$ cat src/rtl/route_table_ctrl.sv
// rtl/route_table_ctrl.sv - routing-table memory, host write handshake and router reset sequencing
// Optional feature macro: ROUTE_TABLE_DEFAULT_EN (INIT sweep loads addr mod PORTS into every entry)
module route_table_ctrl #(
  parameter int PORTS         = 5,
  parameter int PORT_BITS     = 8,
  parameter int DEST_BITS     = 7,
  parameter int RELOAD_CYCLES = 2
) (
  input  logic                 clk,
  input  logic                 reset,
  input  logic                 cfg_req,
  output logic                 cfg_ack,
  input  logic [DEST_BITS-1:0] cfg_addr,
  input  logic [PORT_BITS-1:0] cfg_data,
  input  logic                 cfg_last,
  input  logic [DEST_BITS-1:0] table_addr,
  output logic [PORT_BITS-1:0] table_data,
  output logic                 router_reset,
  output logic                 busy,
  output logic                 err
);

  localparam int DESTS   = 2 ** DEST_BITS;
  localparam int RC_BITS = $clog2(RELOAD_CYCLES + 1);
  localparam logic [PORT_BITS-1:0] PORTS_LIM = PORT_BITS'(PORTS);

  typedef enum logic [2:0] {
    S_INIT,
    S_PROG,
    S_ACK,
    S_RELOAD,
    S_RUN
  } state_t;

  state_t               state;
  logic [PORT_BITS-1:0] mem [DESTS];
  logic                 last_q;
  logic                 from_run;
  logic [RC_BITS-1:0]   reload_cnt;
  logic                 accept;
  logic                 legal;
  logic                 mem_we;
  logic [DEST_BITS-1:0] mem_waddr;
  logic [PORT_BITS-1:0] mem_wdata;
`ifdef ROUTE_TABLE_DEFAULT_EN
  logic [DEST_BITS-1:0] sweep_cnt;
`endif

  // A new write is taken only in PROG/RUN and only once per req level (ack still low)
  assign accept = ((state == S_PROG) || (state == S_RUN)) && cfg_req && !cfg_ack;
  assign legal  = (cfg_data < PORTS_LIM);

  // Router preload reads are served with zero latency
  assign table_data = mem[table_addr];

  // Single memory write port: host writes, plus the default sweep when enabled
  always_comb begin
    mem_we    = accept && legal;
    mem_waddr = cfg_addr;
    mem_wdata = cfg_data;
`ifdef ROUTE_TABLE_DEFAULT_EN
    if (state == S_INIT) begin
      mem_we    = 1'b1;
      mem_waddr = sweep_cnt;
      mem_wdata = PORT_BITS'(32'(sweep_cnt) % PORTS);
    end
`endif
  end

  // Table storage, cleared by reset
  always_ff @(posedge clk or posedge reset) begin
    if (reset) begin
      for (int i = 0; i < DESTS; i++) begin
        mem[i] <= '0;
      end
    end else if (mem_we) begin
      mem[mem_waddr] <= mem_wdata;
    end
  end

  // Control FSM with registered handshake, router reset, busy and sticky error outputs
  always_ff @(posedge clk or posedge reset) begin
    if (reset) begin
      state        <= S_INIT;
      cfg_ack      <= 1'b0;
      router_reset <= 1'b1;
      busy         <= 1'b1;
      err          <= 1'b0;
      last_q       <= 1'b0;
      from_run     <= 1'b0;
      reload_cnt   <= '0;
`ifdef ROUTE_TABLE_DEFAULT_EN
      sweep_cnt    <= '0;
`endif
    end else begin
      case (state)
        S_INIT: begin
`ifdef ROUTE_TABLE_DEFAULT_EN
          sweep_cnt <= sweep_cnt + 1'b1;
          if (&sweep_cnt) begin
            state <= S_PROG;
          end
`else
          state <= S_PROG;
`endif
        end
        S_PROG, S_RUN: begin
          if (accept) begin
            if (!legal) begin
              err <= 1'b1;
            end
            last_q   <= cfg_last;
            from_run <= (state == S_RUN);
            cfg_ack  <= 1'b1;
            busy     <= 1'b1;
            state    <= S_ACK;
          end
        end
        S_ACK: begin
          if (!cfg_req) begin
            cfg_ack <= 1'b0;
            if (last_q && !from_run) begin
              router_reset <= 1'b0;
              busy         <= 1'b0;
              state        <= S_RUN;
            end else if (last_q) begin
              router_reset <= 1'b1;
              reload_cnt   <= RC_BITS'(RELOAD_CYCLES - 1);
              state        <= S_RELOAD;
            end else if (from_run) begin
              busy  <= 1'b0;
              state <= S_RUN;
            end else begin
              state <= S_PROG;
            end
          end
        end
        S_RELOAD: begin
          if (reload_cnt == '0) begin
            router_reset <= 1'b0;
            busy         <= 1'b0;
            state        <= S_RUN;
          end else begin
            reload_cnt <= reload_cnt - 1'b1;
          end
        end
        default: begin
          state <= S_INIT;
        end
      endcase
    end
  end

endmodule

$ cat config.mk
export PLATFORM = sky130hd
export DESIGN_NAME = route_table_ctrl
export DESIGN_NICKNAME = d
export VERILOG_FILES = /design/src/rtl/route_table_ctrl.sv
export SDC_FILE = /design/constraint.sdc
export NUM_CORES = 2
export LEC_CHECK = 0
export CAP_MARGIN = 20
export CORE_MARGIN = 2
export CORE_UTILIZATION = 60
export DETAILED_ROUTE_END_ITERATION = 6
export PLACE_DENSITY = 0.77
export RECOVER_POWER = 100
export REMOVE_ABC_BUFFERS = 1
export SKIP_CTS_REPAIR_TIMING = 1
export SLEW_MARGIN = 5
export SYNTH_ARGS = -nofsm -noshare
export SYNTH_HDL_FRONTEND = slang
export SYNTH_SLANG_ARGS = --single-unit
$ cat constraint.sdc
create_clock -name clk -period 89.8 [get_ports clk]
set_input_delay 8.98 -clock clk [delete_from_list [all_inputs] [get_ports clk]]
set_output_delay 8.98 -clock clk [all_outputs]
set_load 0.02 [all_outputs]
After elaboration in Yosys (flattened, before gate mapping)
Index checks and enable logic that the tools add are counted.
Widths: inputs -> output; s select.
Word-level totals
  bits in read-only memories: 0
  bits in latches: 0
  output and inout bits: 12
  bits in writable memories: 0
  memories kept: 0
  register bits after elaboration: 1035
  logic and storage cells: 209
Operators by class
  bitwise gates (word level): 3
  shifts and indexed selects: 0
  equal/unequal tests: 13
  add/subtract/negate cells: 1
  $lt $le $gt $ge: 4
  multiply operators: 0
  multiplexer cells: 31
  reductions and logical operators: 21
  div/mod/pow operators: 0
Operators with widths (number)
  $bwmux 1024: 1
  $bmux 8 s7: 1
  $demux 8 s7: 1
  $mux 8: 3
  $mux 3: 6
  $ge 8x8->1 const B: 2
  $not 7->8: 2
  $ne 2x2->1 const B: 6
  $pmux 3 s4: 1
  $mux 1: 10
  $ne 3x3->1 const B: 3
  $reduce_and 3->1: 3
  $lt 8x1->1 const B: 1
  $lt 8x3->1 const B: 1
  $mux 2: 4
  $eq 3x2->1 const B: 2
  $reduce_and 6->1: 1
  $logic_and 1x1->1: 5
  $reduce_and 5->1: 1
  $pmux 1 s2: 2
  $pmux 2 s2: 1
  $reduce_and 4->1: 1
  $reduce_bool 2->1: 2
  $eq 3x1->1 const B: 1
  other kinds (11): 12

Logic depth before layout (Yosys ltp)
  depth in word-level cells: 6
  mapped depth: 8
  depth with buffers taken out: 6

Least setup slack after synthesis
OpenSTA, ideal clock, no wires.
  path kind: input port to output port
  from: input port table_addr[0]
  to: output port table_data[0]
  slack: 69.386 ns
  buffers on the path: 2
  cell stages on the path: 6
  data arrival time: 11.434 ns
  path through: clkbuf_1 -> clkbuf_1 -> mux4_2 -> mux4_2 -> mux4_2 -> mux2_2
Between the ends
  longest elaborated chain between the ends: 4
Ends and longest elaborated chain
  start, declared: RTL line 16  | input logic [DEST_BITS-1:0] table_addr,
  $not 7->8 (implied by the code): RTL line 54  | assign table_data = mem[table_addr];
  $bmux 8 s7: RTL line 54
  $mux 8 (implied by the code) (2 in a row): RTL line 54
  end, declared: RTL line 17  | output logic [PORT_BITS-1:0] table_data,
Every way passes these cells. The select of a mux whose other input is x is not followed.

==> metrics.txt <==
Skew-Pair Late Insertion Delay=0.67 ns; crit path launch=reset; max-cap violation count=15; FP Rows=98; hpwl dp=62800 um; number of failing hold endpoints at the final stage=0; Worst-Margin Slew=10.06 ns; NumNets Final=2844; CP max FO=200; initial antenna violation count=4; DIE HEIGHT=274 um; fraction of layout cells with a size suffix above 1=31.8%; CP max stage delay=7.22 ns; Post-synth EDFFs=0; Max Clk Rate=~0.032 GHz; final WL=103000 um; Setup violations, final=0; GRT overflow=0; Initial Util=60.8%; CTS tree=built; area leader, netlist=dfrtp_1; DP Worst Slack=66.83 ns; Final Skew=0.0186 ns; run status=finished, violations left; die footprint=0.0749 mm^2; post-DR wirelength/cell=26.7 um; asr flop ratio synth=100%; Area contributors post-synth=dfrtp_1, mux4_2, mux2_2; first-pass GRT wire length=162000 um; R2R Path Start=state[0]; synth unique cells=37; Final period util=34.8%; Synth Warn #=0; TritonCTS Buffers=105; Crit path required time=around 90 ns; Longest Clk Path Bufs=3; Final Cell Area=between 0.04 and 0.05 mm^2; Yosys top cell area share=59.3%; IO Port Bufs=37; Pwr Density=20.1 mW/mm^2; htree depth=3; Hold Path Class=reg2reg; Routed Antenna Nets=0; Setup crit end kind=asynchronous set/reset pin; HP Start=err; normalized max-slew margin=-571%; worst setup margin=58.58 ns; pin count of the biggest net entering global routing=201; Area after DPL=0.0449 mm^2; TNS Setup=0 ns; register area share after synthesis=between 50% and 60%; vias per cell=6.27; RSZ-0062 raised after global routing=no; Die Span X=274 um; drc violations=0; CORE AREA=between 0.07 and 0.08 mm^2; PnR Total Power=0.000973 W; failing checks=capacitance limit, slew limit; Total GRT Usage=28.8%; crit path kind=in2async; ys flop type=dfrtp_1; CTS Sinks=1035; fin crit period=31.22 ns; WP data arrival=29.45 ns; Fillers=4705; Max stage delay cell, worst path=clkbuf_1; Peak VDD IR=0.0000190 V; via count=24183; DR iter-0 viols=1898; vias in the first global route=26170; clk slew on worst S/H paths=0.06 ns; count of pins over their slew limit=1195; Syn Inst Count=~2800; CTS root buf=clkbuf_16; startpoint types=primary input; Layout area overhead=11.0%; io pins=38; Seq cells post-synth=roughly 1000; most used cell, CP=clkbuf_1; Static Leak=23.5 nW; mean post-synth cell area=around 16 um^2; crit-path cells=dlygate4sd3_1, clkinvlp_2, clkbuf_1, clkbuf_1, clkbuf_1, clkbuf_1, clkbuf_1; GPL Wtd Cong=0.813; Cell Area, Synth=~0.044 mm^2; drt pass-1 iters=5
cells in the final DEF (no fill, tap or decap), types with 7 or more instances in the layout:
| master | netlist | routed |
|---|---|---|
| clkbuf_1 | 94 | 49 |
| nand4_1 | 15 | 15 |
| clkdlybuf4s50_1 | 0 | 19 |
| nor2b_1 | 526 | 526 |
| and2_1 | 123 | 34 |
| inv_1 | 8 | 7 |
| clkbuf_8 | 0 | 18 |
| clkbuf_16 | 0 | 106 |
| dlygate4sd3_1 | 0 | 11 |
| dfrtp_1 | 1033 | 1033 |
| clkinv_2 | 0 | 14 |
| nor2_1 | 114 | 114 |
| and2_0 | 0 | 89 |
| buf_4 | 14 | 20 |
| bufinv_16 | 0 | 13 |
| o21ai_0 | 9 | 9 |
| nand2_1 | 31 | 31 |
| mux4_2 | 336 | 336 |
| mux2_2 | 394 | 392 |
critical path, delay by kind of cell:
| kind | cells | cell delay, ns |
|---|---|---|
| buffers and inverters | 7 | 20.08 |
report_power, final:
part,total [W],leakage [nW],internal [W],switching (W)
combinational,0.0000454,7.25,0.0000142,0.0000313
sequential,0.000472,14.4,0.000469,0.00000307
clock,0.000455,1.76,0.000271,0.000184
state kept, by name, summed over array words and instances (netlist names):
name	cells
busy	1
err	1
cfg_ack	1
state	3
router_reset	1
mem	1024
from_run	1
reload_cnt	2
last_q	1
final timing paths:
path / endpoint / slack, ns / cells past startpoint
hold / removal: err / 0.48 / 1
hold reg to reg: err / 0.48 / 1
setup reg to reg: mem[994] / 85.40 / 6
min in group asynchronous: mem[179] / 10.57 / 2
max in group clk: table_data[2] / 59.30 / 8
setup / recovery: mem[485] / 58.58 / 7
synth_stat cells (3+ instances only):
cell      number
clkbuf_1      94
nor2_1       114
ha_1           4
nor2b_1      526
inv_1          8
nand2b_1       5
and4_1         5
buf_1         18
nand4_1       15
dfrtp_1     1033
mux4_2       336
o21ai_0        9
nor3_1         3
and2_1       123
buf_2         14
mux2_2       394
a21oi_1        6
nand3b_1       3
buf_4         14
nand2_1       31
kinds of logic (layout without fill, tap and decap cells):
| family | Yosys count | count (layout) | share of synthesized area (%) |
|---|---|---|---|
| adders and majority gates | 4 | 4 | 0.115 |
| AOI/OAI and AO/OA | 23 | 23 | 0.313 |
| muxes | 731 | 731 | 27.5 |
| other | 0 | 3 | 0 |
| xor gates and xnor gates | 1 | 1 | 0.0201 |
| and+or+nand+nor | 834 | 834 | 11.2 |
| DFF | 1035 | 1035 | 59.4 |
| buffers and inverters | 149 | 275 | 1.46 |
metal layers:
layer  track usage [%]  up-vias  part of all wire [%]
met2              45.1      773                    49
li1                  -     9976                     -
met4              9.81        2                   3.5
met5                 0        -                 0.013
met1              41.3    13214                    41
met3              5.52      218                   6.4
final cells by class:
| cell class | count | area, um^2 | share of cell area [%] |
|---|---|---|---|
| antenna | 3 | 7.51 | 0.0155 |
| clock buffer | 155 | 3020 | 6.23 |
| clock inverter | 41 | 609 | 1.26 |
| inverter | 8 | 31.3 | 0.0646 |
| multi-input combinational | 1593 | 17100 | 35.3 |
| sequential | 1035 | 25900 | 53.5 |
| tap | 950 | 1190 | 2.46 |
| timing repair buffer | 71 | 566 | 1.17 |
stage by stage:
stage          hold WS (ns)  cells  utilization [%]
2_1_floorplan         0.448   2636                -
3_3_place_gp          0.463   3653             62.5
3_5_place_dp          0.465   3654             62.5
4_1_cts               0.484   3850             67.6
5_1_grt               0.494   3853             67.5
6_report              0.478   3856             67.5
No activity file was read; power rests on OpenSTA's default activity.
